<file path="src/rtl/mips_pkg.sv">
// Shared MIPS pipeline definitions: ALU operation encodings used by decode and execute.
package mips_pkg;

  localparam logic [2:0] ALU_AND = 3'b000;
  localparam logic [2:0] ALU_OR  = 3'b001;
  localparam logic [2:0] ALU_ADD = 3'b010;
  localparam logic [2:0] ALU_SUB = 3'b110;
  localparam logic [2:0] ALU_SLT = 3'b111;

endpackage

</file>
<file path="src/rtl/alu.sv">
// Combinational ALU: add/sub wrap without overflow, slt is signed, unknown ops yield 0.
module alu
  import mips_pkg::*;
#(
  parameter int unsigned WIDTH = 32
) (
  input  logic [WIDTH-1:0] a,
  input  logic [WIDTH-1:0] b,
  input  logic [2:0]       alu_ctrl,
  output logic [WIDTH-1:0] y,
  output logic             zero
);

  always_comb begin
    y = '0;
    unique case (alu_ctrl)
      ALU_AND: y = a & b;
      ALU_OR:  y = a | b;
      ALU_ADD: y = a + b;
      ALU_SUB: y = a - b;
      ALU_SLT: y = {{(WIDTH-1){1'b0}}, ($signed(a) < $signed(b))};
      default: y = '0;
    endcase
  end

  assign zero = (y == '0);

endmodule

</file>
<file path="src/rtl/d_ff.sv">
// Pipeline register with synchronous active-high clear.
module d_ff #(
  parameter int unsigned WIDTH = 1
) (
  input  logic             clk,
  input  logic             reset,
  input  logic [WIDTH-1:0] d,
  output logic [WIDTH-1:0] q
);

  always_ff @(posedge clk) begin
    if (reset) q <= '0;
    else       q <= d;
  end

endmodule

</file>
<file path="src/rtl/instr_execute.sv">
// EX stage: ALU, beq/j resolution with PC redirect, wrong-path squash and EX/MEM register.
module instr_execute
  import mips_pkg::*;
#(
  parameter int unsigned WIDTH        = 32,
  parameter int unsigned SQUASH_SLOTS = 1
) (
  input  logic             clk,
  input  logic             reset,
  input  logic             id_ex_jump,
  input  logic             id_ex_branch,
  input  logic             id_ex_mem_to_reg_wr,
  input  logic             id_ex_mem_wr_en,
  input  logic             id_ex_alu_src_sel,
  input  logic             id_ex_reg_wr_en,
  input  logic [2:0]       id_ex_alu_ctrl,
  input  logic [4:0]       id_ex_reg_wr_addr,
  input  logic [WIDTH-1:0] id_ex_reg_rd_data1,
  input  logic [WIDTH-1:0] id_ex_reg_rd_data2,
  input  logic [WIDTH-1:0] id_ex_sign_imm_ext,
  input  logic [WIDTH-1:0] id_ex_pc_branch,
  input  logic [WIDTH-1:0] id_ex_pc_jump,
  output logic             pc_redirect,
  output logic [WIDTH-1:0] pc_target,
  output logic             flush_if_id,
  output logic             ex_mem_mem_to_reg_wr,
  output logic             ex_mem_mem_wr_en,
  output logic             ex_mem_reg_wr_en,
  output logic [4:0]       ex_mem_reg_wr_addr,
  output logic [WIDTH-1:0] ex_mem_alu_result,
  output logic [WIDTH-1:0] ex_mem_wr_data,
  output logic             ex_mem_valid
);

  localparam int unsigned CNT_W = $clog2(SQUASH_SLOTS + 1);

  logic [WIDTH-1:0] alu_b;
  logic [WIDTH-1:0] alu_y;
  logic             alu_zero;
  logic [CNT_W-1:0] squash_cnt;
  logic             live;
  logic             taken;

  logic             d_mem_to_reg_wr;
  logic             d_mem_wr_en;
  logic             d_reg_wr_en;
  logic [4:0]       d_reg_wr_addr;
  logic [WIDTH-1:0] d_alu_result;
  logic [WIDTH-1:0] d_wr_data;

  assign alu_b = id_ex_alu_src_sel ? id_ex_sign_imm_ext : id_ex_reg_rd_data2;

  alu #(.WIDTH(WIDTH)) u_alu (
    .a        (id_ex_reg_rd_data1),
    .b        (alu_b),
    .alu_ctrl (id_ex_alu_ctrl),
    .y        (alu_y),
    .zero     (alu_zero)
  );

  assign live        = (squash_cnt == '0);
  assign taken       = live & ((id_ex_branch & alu_zero) | id_ex_jump);
  assign pc_redirect = taken & ~reset;
  assign pc_target   = id_ex_jump ? id_ex_pc_jump : id_ex_pc_branch;
  assign flush_if_id = pc_redirect;

  // taken implies live, so the load and decrement branches never compete
  always_ff @(posedge clk) begin
    if (reset)                  squash_cnt <= '0;
    else if (taken)             squash_cnt <= CNT_W'(SQUASH_SLOTS);
    else if (squash_cnt != '0)  squash_cnt <= squash_cnt - CNT_W'(1);
  end

  always_comb begin
    d_mem_to_reg_wr = 1'b0;
    d_mem_wr_en     = 1'b0;
    d_reg_wr_en     = 1'b0;
    d_reg_wr_addr   = '0;
    d_alu_result    = '0;
    d_wr_data       = '0;
    if (live) begin
      d_mem_to_reg_wr = id_ex_mem_to_reg_wr;
      d_mem_wr_en     = id_ex_mem_wr_en;
      d_reg_wr_en     = id_ex_reg_wr_en;
      d_reg_wr_addr   = id_ex_reg_wr_addr;
      d_alu_result    = alu_y;
      d_wr_data       = id_ex_reg_rd_data2;
    end
  end

  d_ff #(.WIDTH(1)) u_ff_m2r (
    .clk(clk), .reset(reset), .d(d_mem_to_reg_wr), .q(ex_mem_mem_to_reg_wr)
  );
  d_ff #(.WIDTH(1)) u_ff_mwe (
    .clk(clk), .reset(reset), .d(d_mem_wr_en), .q(ex_mem_mem_wr_en)
  );
  d_ff #(.WIDTH(1)) u_ff_rwe (
    .clk(clk), .reset(reset), .d(d_reg_wr_en), .q(ex_mem_reg_wr_en)
  );
  d_ff #(.WIDTH(5)) u_ff_addr (
    .clk(clk), .reset(reset), .d(d_reg_wr_addr), .q(ex_mem_reg_wr_addr)
  );
  d_ff #(.WIDTH(WIDTH)) u_ff_res (
    .clk(clk), .reset(reset), .d(d_alu_result), .q(ex_mem_alu_result)
  );
  d_ff #(.WIDTH(WIDTH)) u_ff_wdata (
    .clk(clk), .reset(reset), .d(d_wr_data), .q(ex_mem_wr_data)
  );
  d_ff #(.WIDTH(1)) u_ff_valid (
    .clk(clk), .reset(reset), .d(live), .q(ex_mem_valid)
  );

endmodule

</file>
<file path="config.mk">
export PLATFORM = sky130hd
export DESIGN_NAME = instr_execute
export DESIGN_NICKNAME = d
export VERILOG_FILES = /design/src/rtl/mips_pkg.sv /design/src/rtl/alu.sv /design/src/rtl/d_ff.sv /design/src/rtl/instr_execute.sv
export SDC_FILE = /design/constraint.sdc
export NUM_CORES = 1
export LEC_CHECK = 0
export CAP_MARGIN = 20
export CORE_MARGIN = 4
export CORE_UTILIZATION = 42
export DETAILED_ROUTE_END_ITERATION = 10
export GPL_ROUTABILITY_DRIVEN = 0
export MAX_ROUTING_LAYER = met4
export PLACE_DENSITY = 0.74
export SETUP_SLACK_MARGIN = 0.2
export SLEW_MARGIN = 20
export SYNTH_ARGS = -nofsm -noshare
export SYNTH_HDL_FRONTEND = slang
export SYNTH_HIERARCHICAL = 1
export SYNTH_SLANG_ARGS = --single-unit
</file>
<file path="constraint.sdc">
create_clock -name clk -period 9.4 [get_ports clk]
set_input_delay 2.82 -clock clk [delete_from_list [all_inputs] [get_ports clk]]
set_output_delay 2.82 -clock clk [all_outputs]
set_load 0.02 [all_outputs]
</file>
==> impl_metrics.tcl <==
set metrics [dict create \
    slowest_delay_ns 0.42 \
    drt-met1-wl_um 14300 \
    yosys.area.top_type "dfxtp_1" \
    p_comb_frac 0.566 \
    topRoutingLayerUsed "met4" \
    timing.hold.ws_ns 0.999 \
    synth-seq-cells 74 \
    rows 53 \
    peakVddDrop_mv 0.0933 \
    avgViaCountPerCell 5.41 \
    ys_seq_area_frac 0.166 \
    relSlewSlack 0.297 \
    required_ns 6.58 \
    dr_total_vias 10300 \
    num_io_pins 283 \
    drtIter0Drc 834 \
    crit_path_cell_trace "clkdlybuf4s50_1 > mux2_4 > inv_1 > ha_1 > nor4_1 > buf_4 > a21boi_0 > buf_4 > nor3_1 > o21ai_0 > o21ai_1 > o21a_1 > a221o_1 > a21o_1 > nand4b_1 > nor4b_4 > a21oi_2 > nor3_2 > buf_4" \
    max-cap-violations 0 \
    root_buffer "clkbuf_16" \
    antenna_found_initial 0 \
    fin_ws_ns -0.576 \
    synth.most_common_cell "nor2b_1" \
    crit_path_start "id_ex_reg_rd_data2[12]" \
    synth_area_leaders "dfxtp_1 17%, ha_1 14%, nor2b_1 10%, mux2_4 9.9%, inv_1 4.5%" \
    ant_nets 0 \
    h-tree-depth 3 \
    syn-num-nets 1383 \
    cp_common_cell "buf_4" \
    hold_depth 3 \
    cts_tree "yes" \
    drc 0 \
    die_y_um 154 \
    tightest_slew_ns 1.05 \
    area_growth_pct 66.9 \
    finalCritPeriodShare 1.06 \
    syn_area_mm2 0.00895 \
    crit_path_start_kind "primary input" \
    fin_skew_ns 0.00704 \
    ys_warn_count 6 \
    core_mm2 0.0210 \
    portBuffers 282 \
    p_leak_nw 6.80 \
    swShare 0.377 \
    final-setup-viol-count 2 \
    numCtsBuffers 9 \
    seqPwrFrac 0.206 \
    grt_pass1_wl_um 53400 \
    dr.pass1.iters 5 \
    grt.overflow.total 0 \
    worstSetupEndpoint "pc_redirect" \
    synth_cells 1107 \
    ys_async_sr_fraction 0 \
    ys_types 89 \
    synth_top_area_frac 0.166 \
    worst-r2r-cell-count 3 \
    critical_path_class "primary input to primary output" \
    hold_class "flip-flop to flip-flop" \
    intPower_w 0.00103 \
    arrival_ns 7.16 \
    worstSkewPairLatency_ns 0.36 \
    wl_met2_um 16300 \
    dieArea_mm2 0.0237 \
    violations "setup timing" \
    fmax_ghz 0.100 \
    cp-end-kind "primary output" \
    cp_max_fo 3 \
    wl_met3_um 2900 \
    grt_max_degree 75 \
    slew_viol_final 0 \
    synth-edff-count 0 \
    gr-usage-all-layers 0.282 \
    wire_per_inst_um 18.3 \
    synth_commonest_cells "149 x nor2b_1, 108 x inv_1, 98 x ha_1" \
    wl_um 34800 \
    cts.sinks 74 \
    rsz0062_at_grt "yes" \
    initial_utilization 0.426 \
    drive_gt1_frac 0.312 \
    r2r-end "u_ff_res/q[0]" \
    hpwl_um 26700 \
    cts_max_path_buffers 2 \
    die_x_um 154 \
    p_per_area_mw_per_mm2 111 \
    dp_slack_ns -1.16 \
    r2r_start "squash_cnt" \
    antenna_cells 0 \
    synth_flop_cell "dfxtp_1" \
    postLayoutCoreUtil 0.711 \
    synth_area_per_cell_um2 8.09 \
    clk_pin_slew_worst_paths_ns 0.07 \
    status "finished, violations left" \
    cp_slowest_cell "clkdlybuf4s50_1" \
    fin_nets 1898 \
    hold_buffers 0 \
    period_minus_slack_ns 9.98 \
    reg2reg_slack_ns 7.89 \
    switching_power_w 0.000623 \
    power.share.clock 0.228 \
    finalHoldViolations 0 \
    grt_pass1_vias 10400 \
]
layout make-up:
class	instances	area, um2
clock buffers	9	225
clock inverters	7	83.8
fillers	1566	6080
inverters	109	424
multi-input cells	852	7270
flip-flops and latches	74	1480
well taps	275	344
repair buffers	576	5110
stage by stage:
| step | TNS, ns | total power [W] | instance area [um2] | std cells |
|---|---|---|---|---|
| floorplan | -0.202 | 0.000782 | 8960 | 1107 |
| global placement | -2.25 | 0.00116 | 13700 | 1862 |
| detailed placement | -2.31 | 0.00117 | 13700 | 1862 |
| CTS | -0.932 | 0.00161 | 14700 | 1896 |
| global route | -1.59 | 0.00173 | 14900 | 1902 |
| finish | -1.15 | 0.00165 | 14900 | 1902 |
worst min-delay path by stage:
stage | startpoint | end | slack [ns]
floorplan | squash_cnt | u_ff_res/q[27] | 0.69
global placement | squash_cnt | u_ff_valid/q | 0.98
detailed placement | squash_cnt | u_ff_valid/q | 0.99
CTS | squash_cnt | u_ff_valid/q | 1.01
global route | squash_cnt | u_ff_valid/q | 1.08
finish | squash_cnt | u_ff_valid/q | 1.0
critical path, delay by kind of cell:
kind	cells	cell delay (ns)
fa+ha+maj	1	0.27
compound gates	7	1.51
simple gates	5	1.24
mux	1	0.28
buf+inv	5	1.02
power groups by stage:
stage	registers, W	logic, W	clock network [W]
finish	0.000340	0.000935	0.000377
floorplan	0.000374	0.000408	0
detailed placement	0.000347	0.000821	0
global route	0.000342	0.000995	0.000396
CTS	0.000340	0.000885	0.000388
global placement	0.000346	0.000809	0
cells by family (layout without fill, tap and decap cells):
logic type	count (synthesis)	after routing	synth area share
AOI/OAI and AO/OA	278	278	0.214
xor gates and xnor gates	23	23	0.0225
adders and majority gates	100	100	0.141
buffers and inverters	181	701	0.0969
DFF	74	74	0.166
muxes	84	84	0.128
and+or+nand+nor	367	367	0.232
per-layer routing:
metal  global-route usage  vias up
li1                     -     4875
met1                0.348     4750
met2                0.457      551
met3               0.0583      120
met4                0.102        0
met5                    -        -
placed cells by master, fill, tap and decap left out, types with 19 or more instances in the layout:
cell type,instances
nand2_1,54
ha_1,76
nor3_1,20
clkdlybuf4s50_1,267
o21ai_0,43
dfxtp_1,73
nor2b_1,147
a21oi_1,54
nor2_1,53
a21o_1,19
mux2i_1,19
mux2_4,60
inv_1,99
buf_4,289
timing repair:
| item | 4_1_cts | 5_1_grt |
|---|---|---|
| setup buffers | 17 | 6 |
| pin swaps | 51 | 26 |
| resized for setup | 110 | 54 |
| setup endpoints to repair | 2 | 2 |
| gates cloned | 1 | 0 |
registers in the layout, indices dropped and copies added (netlist names):
signal,flops
u_ff_wdata/q,32
squash_cnt,1
u_ff_rwe/q,1
u_ff_addr/q,5
u_ff_valid/q,1
u_ff_m2r/q,1
u_ff_mwe/q,1
u_ff_res/q,32
No activity file was read; power rests on OpenSTA's default activity.
